## config.mk

```make
export PLATFORM = sky130hd
export DESIGN_NAME = addr22_seq
export DESIGN_NICKNAME = d
export VERILOG_FILES = /design/src/rtl/addr22_seq.sv
export SDC_FILE = /design/constraint.sdc
export NUM_CORES = 1
export LEC_CHECK = 0
export ABC_AREA = 1
export BUFFER_PORTS_ARGS = -buffer_cell sky130_fd_sc_hd__buf_2
export CORE_UTILIZATION = 50
export DETAILED_ROUTE_END_ITERATION = 10
export HOLD_SLACK_MARGIN = 0.06
export PLACE_DENSITY = 0.7
export REMOVE_ABC_BUFFERS = 1
export SLEW_MARGIN = 10
export SYNTH_ARGS = -nofsm -noshare
export SYNTH_HDL_FRONTEND = slang
export SYNTH_SLANG_ARGS = --single-unit
```

## constraint.sdc

```tcl
create_clock -name CLK -period 2 [get_ports CLK]
set_clock_uncertainty 0.05 [all_clocks]
set_input_delay 0.3 -clock CLK [delete_from_list [all_inputs] [get_ports CLK]]
set_output_delay 0.3 -clock CLK [all_outputs]
set_load 0.02 [all_outputs]
```

## src/rtl/addr22_seq.sv

```systemverilog
// Address burst sequencer: a 16-bit host port loads a wide base address and a beat
// count. START then streams COUNT addresses over a valid/ready handshake.
//
// state | meaning
// IDLE  | host writes accepted; waiting for START
// RUN   | presenting ADDR with ADDR_VALID; stepping on each accepted beat
module addr22_seq #(
    parameter int AW   = 22,
    parameter int DW   = 16,
    parameter int STEP = 1
) (
    input  logic          CLK,
    input  logic          nRESET,
    input  logic          WR_EN,
    input  logic [1:0]    WR_SEL,
    input  logic [DW-1:0] WR_DATA,
    input  logic          START,
    input  logic          ABORT,
    output logic [AW-1:0] ADDR,
    output logic          ADDR_VALID,
    input  logic          ADDR_READY,
    output logic          BUSY,
    output logic          DONE
);

    localparam int            HW     = AW - 16;
    localparam logic [AW-1:0] STEP_W = AW'(STEP);

    typedef enum logic {
        IDLE = 1'b0,
        RUN  = 1'b1
    } state_t;

    state_t        state_q, state_d;
    logic [AW-1:0] base_q, base_d;
    logic [DW-1:0] count_q, count_d;
    logic [DW-1:0] remaining_q, remaining_d;
    logic [AW-1:0] addr_q, addr_d;
    logic          done_q, done_d;

    logic          accept;
    logic [AW-1:0] addr_next;

    assign accept    = (state_q == RUN) && ADDR_READY;
    // The increment wraps naturally at the bus width; there is no carry-out.
    assign addr_next = addr_q + STEP_W;

    // State register and datapath flops; reset clears everything, dropping VALID at once.
    always_ff @(posedge CLK or negedge nRESET) begin
        if (!nRESET) begin
            state_q     <= IDLE;
            base_q      <= '0;
            count_q     <= '0;
            remaining_q <= '0;
            addr_q      <= '0;
            done_q      <= 1'b0;
        end else begin
            state_q     <= state_d;
            base_q      <= base_d;
            count_q     <= count_d;
            remaining_q <= remaining_d;
            addr_q      <= addr_d;
            done_q      <= done_d;
        end
    end

    // Next-state logic: host writes, burst launch, beat stepping, completion and abort.
    always_comb begin
        state_d     = state_q;
        base_d      = base_q;
        count_d     = count_q;
        remaining_d = remaining_q;
        addr_d      = addr_q;
        done_d      = 1'b0;

        case (state_q)
            IDLE: begin
                // START samples the registers before any same-cycle write lands.
                if (START) begin
                    if (count_q != '0) begin
                        state_d     = RUN;
                        addr_d      = base_q;
                        remaining_d = count_q;
                    end else begin
                        done_d = 1'b1;
                    end
                end
                if (WR_EN) begin
                    case (WR_SEL)
                        2'd0:    base_d[15:0]    = WR_DATA[15:0];
                        2'd1:    base_d[AW-1:16] = WR_DATA[HW-1:0];
                        2'd2:    count_d         = WR_DATA;
                        default: ;
                    endcase
                end
            end
            RUN: begin
                if (accept) begin
                    addr_d      = addr_next;
                    remaining_d = remaining_q - DW'(1);
                end
                if (accept && (remaining_q == DW'(1))) begin
                    // Base becomes an auto-increment pointer for the next burst.
                    state_d = IDLE;
                    done_d  = 1'b1;
                    base_d  = addr_next;
                end else if (ABORT) begin
                    state_d = IDLE;
                    base_d  = accept ? addr_next : addr_q;
                end
            end
            default: state_d = IDLE;
        endcase
    end

    assign ADDR       = addr_q;
    assign ADDR_VALID = (state_q == RUN);
    assign BUSY       = (state_q == RUN);
    assign DONE       = done_q;

endmodule

```

== Word level (Yosys, flattened, before mapping) ==
Index checks and enable logic that the tools add are counted.

* Register bits after elaboration: 78
* Bits in latches: 0
* RAM bits: 0
* Bits in read-only memories: 0
* Input bits: 24
* Output and inout bits: 25
* Memories: 0

* $add $sub $neg: 2
* $mul: 0
* Divide/modulo/power cells: 0
* $lt $le $gt $ge: 0
* Eq/ne operators: 10
* Shifts and indexed selects: 0
* Muxes and demuxes: 23
* Bitwise operators: 1
* Reduce and logical (&&, ||, !) cells: 9

{| class="wikitable"
|+ Operators by type and width
! kind !! number
|-
| two-way mux 22 bit || 6
|-
| one-hot mux 22 bit (2 select lines) || 2
|-
| two-way mux 16 bit || 4
|-
| one-hot mux 16 bit (2 select lines) || 1
|-
| adder 22 x 1 -> 22 bit, second input constant || 1
|-
| equality test 16 x 1 -> 1 bit, second input constant || 1
|-
| nonzero test 16 bit || 1
|-
| subtractor 16 x 1 -> 16 bit, second input constant || 1
|-
| AND reduction 3 bit || 4
|-
| two-way mux 1 bit || 7
|-
| two-way mux 6 bit || 1
|-
| != test 2 x 1 -> 1 bit, second input constant || 3
|-
| != test 2 bit, second input constant || 3
|-
| one-hot mux 1 bit (2 select lines) || 2
|-
| != test 3 x 2 -> 1 bit, second input constant || 1
|-
| equality test 2 x 1 -> 1 bit, second input constant || 1
|-
| equality test 2 bit, second input constant || 1
|-
| logical AND 1 bit || 2
|-
| zero test 2 bit || 1
|-
| AND reduction 2 bit || 1
|-
| inverter 1 bit || 1
|}

== Depth between registers and ports, before layout ==
Gate-level depths: netlist (run 1).

* Word-level depth: 5
* Gate-level depth with buffers: 11
* Gate-level depth less buffers: 10

== Worst setup path before layout (run 1) ==
No wires, ideal clock.

* Path kind: flip-flop to flip-flop
* Start point: register addr_q[1], in the netlist ADDR[1]
* End point: register addr_q[18], in the netlist ADDR[18]
* Setup time: 132 ps
* Arrival time: 1498 ps
* Data required time: 1818 ps
* Setup slack: 321 ps
* Stages on the path, launching flop included: 11
* Path buffers: 0
* Clock period less this slack: 1679 ps
* Cells stage by stage: dfrtp_1 ha_1 nand3_1 inv_1 nand2_1 nor2_1 nand2_1 nand2_1 nand3_1 nand3_1 o211ai_1

* Cells in the longest elaborated chain, start to end: 3

{| class="wikitable"
|+ RTL lines
! what !! RTL line !! text
|-
| start: declaration || 38 || <nowiki>logic [AW-1:0] addr_q, addr_d;</nowiki>
|-
| start signal: assignment || 62 || <nowiki>addr_q <= addr_d;</nowiki>
|-
| adder 22 x 1 -> 22 bit || 46 || <nowiki>assign addr_next = addr_q + STEP_W;</nowiki>
|-
| two-way mux 22 bit || 98 || <nowiki>if (accept) begin</nowiki>
|-
| one-hot mux 22 bit (2 select lines) || 76 || <nowiki>case (state_q)</nowiki>
|}

No other way between the ends.
A chain may end at the register's enable or synchronous reset.

== Worst setup path in the final report (run 1) ==
Same ends and word-level chain as after synthesis.

==> results of run 1 <==
through the flow:
| stage | TNS [ns] | total power [mW] | cell area, sq um |
|---|---|---|---|
| after detailed placement | 0 | 4.929 | 4846 |
| after global routing | -0.01752 | 6.626 | 5064 |
| final | 0 | 6.203 | 5064 |
| after global placement | 0 | 4.865 | 4846 |
| after floorplan | -45.84 | 4.150 | 4343 |
| after CTS | 0 | 6.171 | 5057 |
synth_stat cells, types with 3 or more instances:
cell,count
a21oi_1,37
a21oi_2,8
a22oi_1,8
a31oi_1,5
a31oi_2,3
buf_1,3
buf_2,6
clkbuf_1,8
dfrtp_1,78
ha_1,3
inv_1,58
inv_2,4
mux2_2,4
nand2_1,129
nand3_1,52
nand4_1,8
nor2_1,78
nor2_2,6
nor2_4,3
o211ai_1,18
o21ai_0,41
o21ai_1,11
how the worst max path moves through the flow:
stage	start	depth (start not counted)	to	slack, ns
finish	ADDR[1]$_DFFE_PN0P_	10	ADDR[18]$_DFFE_PN0P_	0.12
global route	ADDR[0]$_DFFE_PN0P_	9	base_q[18]$_DFFE_PN0P_	-0.01
CTS	count_q[12]$_DFFE_PN0P_	9	remaining_q[4]$_DFFE_PN0P_	0.14
detailed placement	count_q[12]$_DFFE_PN0P_	8	remaining_q[4]$_DFFE_PN0P_	0.15
global placement	ADDR[1]$_DFFE_PN0P_	10	ADDR[18]$_DFFE_PN0P_	0.22
floorplan	ADDR_VALID$_DFF_PN0_	8	ADDR[20]$_DFFE_PN0P_	-0.86
kinds of logic (layout without fill, tap and decap cells):
family	count (synthesis)	count (layout)	share of synthesized area [%]
AO/OA/AOI/OAI	137	137	18.51
XOR/XNOR	2	2	0.3932
adder cells (fa/ha/maj)	3	3	0.8425
buffers and inverters	85	144	8.087
flip-flops	78	78	43.81
multiplexers	4	4	1.011
AND/OR/NAND/NOR	283	283	27.35
worst max-delay path, delay by kind of cell, from the launching register on:
| family | cells | cell delay, ns |
|---|---|---|
| simple gates | 7 | 0.83 |
| fa+ha+maj | 1 | 0.22 |
| buf+inv | 1 | 0.13 |
| flops | 1 | 0.44 |
| compound gates | 1 | 0.09 |
power by group through the flow:
stage	Sequential [mW]	Clock (mW)	Combinational, mW
after floorplan	2.77	0	1.38
after global placement	2.65	0	2.21
after detailed placement	2.67	0	2.26
after global routing	2.73	1.31	2.58
final	2.66	1.25	2.30
after CTS	2.64	1.25	2.27
metal layers:
metal	global-route usage [%]	vias up
li1	-	2078
met1	40.31	2076
met2	43.20	187
met3	4.304	31
met4	11.40	0
met5	0	-
state kept, by name, indices dropped and copies added (netlist names):
signal,count
ADDR,22
base_q,22
count_q,16
remaining_q,16
ADDR_VALID,1
DONE,1
repair_timing:
action | in CTS | in global routing
hold buffers | 1 | 0
endpoints found under the setup margin | 0 | 13
gates resized for setup | 0 | 3
buffers inserted | 0 | 0
endpoints found under the hold margin | 32 | 0
area by class of cell:
cell class	instances	share of cell area [%]
multi-input cells	429	42.43
flip-flops and latches	78	38.57
repair buffers	64	7.462
inverters	64	4.893
clock buffers	13	3.138
well taps	108	2.669
clock inverters	3	0.8401
==> flow_summary_export.csv, run 1 <==
group,metric,value,unit
outcome,status,"complete, no violations",
critical_path,r2r_start,"ADDR[1]$_DFFE_PN0P_",
sta,hold_viol,0,
sta,holdWs,0.1496,ns
yosys,yosysWarnings,0,
floorplanning,start_util,51.34,%
detailed_routing,routed_wl,12530,um
floorplanning,dieArea,9293,sq um
critical_path,max_stage_delay,0.44,ns
detailed_routing,drt.antenna.violating_nets,0,
yosys,ys.flop_type,"dfrtp_1",
clock_network,clock-sinks,78,
floorplanning,core-area,8678,sq um
clock_network,h-tree-depth,3,
global_routing,grt_usage,28.31,%
sta,maxSlewHeadroom,69.50,%
detailed_routing,drt_iter0_markers,387,
detailed_routing,drc_errors,0,
critical_path,r2r_cells,10,
yosys,synth_edf_count,0,
floorplanning,rows,34,
cells_and_area,nets,673,
sta,tightest_slew,0.4575,ns
global_routing,grt_max_degree,47,
yosys,yosys_register_bits,78,
global_routing,grt_pass1_vias,4042,
clock_network,clockRootBuffer,"clkbuf_8",
cells_and_area,fin_util,58.35,%
power_and_ir_drop,clockPowerShare,20.1,%
power_and_ir_drop,leakagePower,2.369,nW
critical_path,cp_cell_sequence,"ha_1 > nand3_1 > inv_1 > nand2_1 > nor2_1 > nand2_1 > nand2_1 > nand3_1 > nand3_1 > o211ai_1",
yosys,yosysTopAreaCell,"dfrtp_1",
min_path,whs_path_depth,3,
sta,finalWorstSetupSlack,0.1241,ns
detailed_routing,firstDrtPassIters,5,
cells_and_area,layout_commonest_cell,"nand2_1",
critical_path,crit_slowest_cell,"dfrtp_1",
cells_and_area,multi_input_area,2148,sq um
floorplanning,die_w,96.40,um
critical_path,startpoint_type,"flop",
detailed_routing,wl_per_cell,16.51,um
placed_design,place.gp.congestion,0.9248,
yosys,yosys.cell_types.count,38,
critical_path,worst_setup_path_end_kind,"flop",
critical_path,critPathArrivalTime,2.06,ns
cells_and_area,seq_area,1953,sq um
sta,period_share,93.80,%
global_routing,grt_pass1_wl,19910,um
sta,rsz0062_at_grt,"yes",
yosys,synth_area,4456,sq um
power_and_ir_drop,pwr-share-comb,37.0,%
yosys,ys_seq_area_share,43.81,%
cells_and_area,n_antenna_cell,0,
placed_design,hpwl,8889,um
cells_and_area,final_layout_size_suffix_gt1_share,17.82,%
critical_path,timing.rr.end,"ADDR[18]$_DFFE_PN0P_",
detailed_routing,wl_met3,818,um
yosys,synth_top_area_share,43.81,%
clock_network,clk_path_buf_depth,2,
critical_path,worstSetupPathType,"reg -> reg",
power_and_ir_drop,p_switching,2.634,mW
sta,min_period,1.876,ns
yosys,syn_inst,592,
power_and_ir_drop,seqPwrFrac,42.9,%
detailed_routing,vias,4372,
detailed_routing,viasPerCell,5.760,
power_and_ir_drop,intPower,3.569,mW
global_routing,grt_overflow,0,
clock_network,cts_tree,"yes",
min_path,hold_path_class,"in -> reg",
yosys,synth-async-reset-ratio,100.0,%
placed_design,post-place-ws,0.1475,ns
clock_network,clock_latency,0.35,ns
detailed_routing,drt-met1-wl,5834,um
floorplanning,ioPinCount,49,
floorplanning,chipHeight,96.40,um
placed_design,io_buffers,48,
cells_and_area,instances_no_fill,759,
min_path,min-delay-start,"WR_DATA[8]",
power_and_ir_drop,swShare,42.46,%
sta,slew_violations,0,
yosys,avgSynthCellArea,7.526,sq um
power_and_ir_drop,vdd_drop_max,0.6332,mV
sta,setup_viol,0,
placed_design,dp_cells,742,
global_routing,antenna_found_initial,0,
critical_path,crit_required,2.19,ns
sta,max_freq,533.1,MHz
critical_path,crit_fanout,5,
critical_path,ff2ff_setup_slack,0.12,ns
run,maxCapViolCount,0,
detailed_routing,routed-wl-met2,5619,um
cells_and_area,syn_to_final_growth,13.65,%
min_path,hold_end,"count_q[8]$_DFFE_PN0P_",
cells_and_area,fillCellCount,823,
cells_and_area,final_cell_mix,"nand2_1 (128), dfrtp_1 (77), nor2_1 (77), inv_1 (58), nand3_1 (52)",
clock_network,cts-buffers-inserted,9,
power_and_ir_drop,power_density,1225,nW/um^2
yosys,ys_top_cells_by_area,"dfrtp_1 (44%), nand2_1 (11%), nor2_1 (6.6%)",
clock_network,path_clk_slew,0.08,ns
detailed_routing,highest_layer,"met4",
No activity file was read; power rests on OpenSTA's default activity.
==> run 2, diff against run 1 <==
--- a/config.mk
+++ b/config.mk
@@ -7,6 +7,7 @@
 export LEC_CHECK = 0
 export ABC_AREA = 1
 export BUFFER_PORTS_ARGS = -buffer_cell sky130_fd_sc_hd__buf_2
+export CORE_MARGIN = 2
 export CORE_UTILIZATION = 50
 export DETAILED_ROUTE_END_ITERATION = 10
 export HOLD_SLACK_MARGIN = 0.06
==> flow_summary_export.csv, run 2 (same netlist as run 1, synthesis figures left out) <==
group,metric,value,unit
global_routing,grt_pass1_vias,4139,
floorplanning,rows,34,
critical_path,path_common_cell,"nand2_4",
critical_path,cp_cell_sequence,"nor2_2 > nand2_2 > nor2_4 > nand3_2 > nand2_4 > nand2_4 > clkinv_4 > nand2_1 > o21ai_1",
placed_design,dp_cells,739,
detailed_routing,wl_per_cell,16.57,um
global_routing,grt_pass1_wl,20800,um
floorplanning,die_w,98.40,um
sta,tightest_slew,0.4333,ns
sta,finalWorstSetupSlack,0.1294,ns
floorplanning,chipHeight,98.40,um
cells_and_area,final_cell_mix,"nand2_1 (128), dfrtp_1 (77), nor2_1 (75), inv_1 (58), nand3_1 (52)",
floorplanning,ioPinCount,49,
clock_network,cts_tree,"yes",
placed_design,hpwl,8947,um
power_and_ir_drop,p_total,6.343,mW
global_routing,grt-busiest-layer,"met2",
global_routing,grt_usage,26.95,%
cells_and_area,n_antenna_cell,0,
outcome,status,"complete, no violations",
global_routing,met1_usage,38.40,%
critical_path,crit_required,2.21,ns
placed_design,io_buffers,48,
placed_design,post-place-ws,0.1680,ns
critical_path,crit_fanout,24,
global_routing,grt_overflow,0,
detailed_routing,vias,4357,
critical_path,worst_setup_path_end_kind,"flop",
cells_and_area,syn_to_final_growth,14.04,%
critical_path,max_stage_delay,0.45,ns
sta,max_freq,534.6,MHz
floorplanning,core-area,8678,sq um
detailed_routing,firstDrtPassIters,5,
power_and_ir_drop,vdd_drop_max,0.5175,mV
global_routing,antenna_found_initial,0,
detailed_routing,viasPerCell,5.779,
power_and_ir_drop,power_density,1248,nW/um^2
sta,period_share,93.53,%
detailed_routing,routed_wl,12500,um
clock_network,clockRootBuffer,"clkbuf_8",
critical_path,crit_slowest_cell,"dfrtp_1",
placed_design,dpl_cell_area,4836,sq um
cells_and_area,final_area,5081,sq um
sta,hold_viol,0,
sta,slew_violations,0,
detailed_routing,drt_iter0_markers,340,
sta,setup_viol,0,
global_routing,grt_max_degree,48,
cells_and_area,instances_no_fill,754,
min_path,hold_path_class,"in -> reg",
critical_path,cp_top_family,"simple AND/OR/NAND/NOR gates",
global_routing,met3_usage,3.722,%
critical_path,critPathArrivalTime,2.09,ns
floorplanning,dieArea,9683,sq um
clock_network,clk_path_buf_depth,2,
detailed_routing,drc_errors,0,
critical_path,worstSetupPathType,"reg -> reg",
clock_network,clock_latency,0.35,ns
sta,maxSlewHeadroom,71.11,%
sta,min_period,1.871,ns
clock_network,clock-sinks,78,
detailed_routing,drt.antenna.violating_nets,0,
sta,rsz0062_at_grt,"no",
clock_network,cts-buffers-inserted,9,
cells_and_area,layout_commonest_cell,"nand2_1",
floorplanning,start_util,51.34,%
cells_and_area,nets,670,
critical_path,critPathBufInv,1,
clock_network,path_clk_slew,0.08,ns
sta,holdWs,0.1643,ns
run,maxCapViolCount,0,
clock_network,h-tree-depth,3,
power_and_ir_drop,leakagePower,2.376,nW
placed_design,place.gp.congestion,0.8930,
cells_and_area,final_layout_size_suffix_gt1_share,17.80,%
critical_path,startpoint_type,"flop",
global_routing,grtUsageMet2,41.97,%
## run 2: layout make-up
type | instances | area [sq um]
clock inverter | 5 | 100.1
multi-input combinational | 429 | 2153
tap | 108 | 135.1
timing repair buffer | 61 | 367.9
clock buffer | 9 | 123.9
sequential | 78 | 1953
fill | 822 | 3597
inverter | 64 | 247.7
## run 2: worst register-to-register path, stage by stage, from the launching register on
cell	delay (ns)
dfrtp_1	0.45
nor2_2	0.16
nand2_2	0.08
nor2_4	0.18
nand3_2	0.13
nand2_4	0.16
nand2_4	0.13
clkinv_4	0.22
nand2_1	0.11
o21ai_1	0.12
## run 2: through the flow
stage	utilization, %	TNS [ns]
5_1_grt	58.55	0
4_1_cts	58.42	0
6_report	58.55	0
3_3_place_gp	55.72	0
3_5_place_dp	55.72	0
2_1_floorplan	-	-45.84
## run 2: power breakdown
group	switching [mW]	leakage (nW)	internal (mW)	total (mW)
clock	0.572	0.115	0.811	1.38
combinational	1.50	1.35	0.797	2.30
sequential	0.544	0.913	2.12	2.66
total	2.61	2.38	3.73	6.34
## run 2: final timing paths
| kind | startpoint | slack (ns) | cells past startpoint | end |
|---|---|---|---|---|
| hold reg to reg | remaining_q[14]$_DFFE_PN0P_ | 0.45 | 2 | remaining_q[14]$_DFFE_PN0P_ |
| min in group asynchronous | nRESET | 0.37 | 2 | remaining_q[14]$_DFFE_PN0P_ |
| setup reg to reg | remaining_q[4]$_DFFE_PN0P_ | 0.13 | 9 | base_q[1]$_DFFE_PN0P_ |
| max in group asynchronous | nRESET | 0.90 | 3 | ADDR[2]$_DFFE_PN0P_ |
| setup / recovery | remaining_q[4]$_DFFE_PN0P_ | 0.13 | 9 | base_q[1]$_DFFE_PN0P_ |
| hold / removal | WR_DATA[2] | 0.16 | 3 | count_q[2]$_DFFE_PN0P_ |
## run 2: metal layers
layer  routed length [um]  up-vias
met1                 5675     2049
met4                  271        0
met3                  863       24
li1                     -     2079
met2                 5685      205
met5                    0        -
## run 2: timing repair
item | 4_1_cts | 5_1_grt
resized for setup | 0 | 5
endpoints found under the hold margin | 31 | 0
buffers inserted | 0 | 0
setup endpoints to repair | 0 | 15
hold buffers | 1 | 0
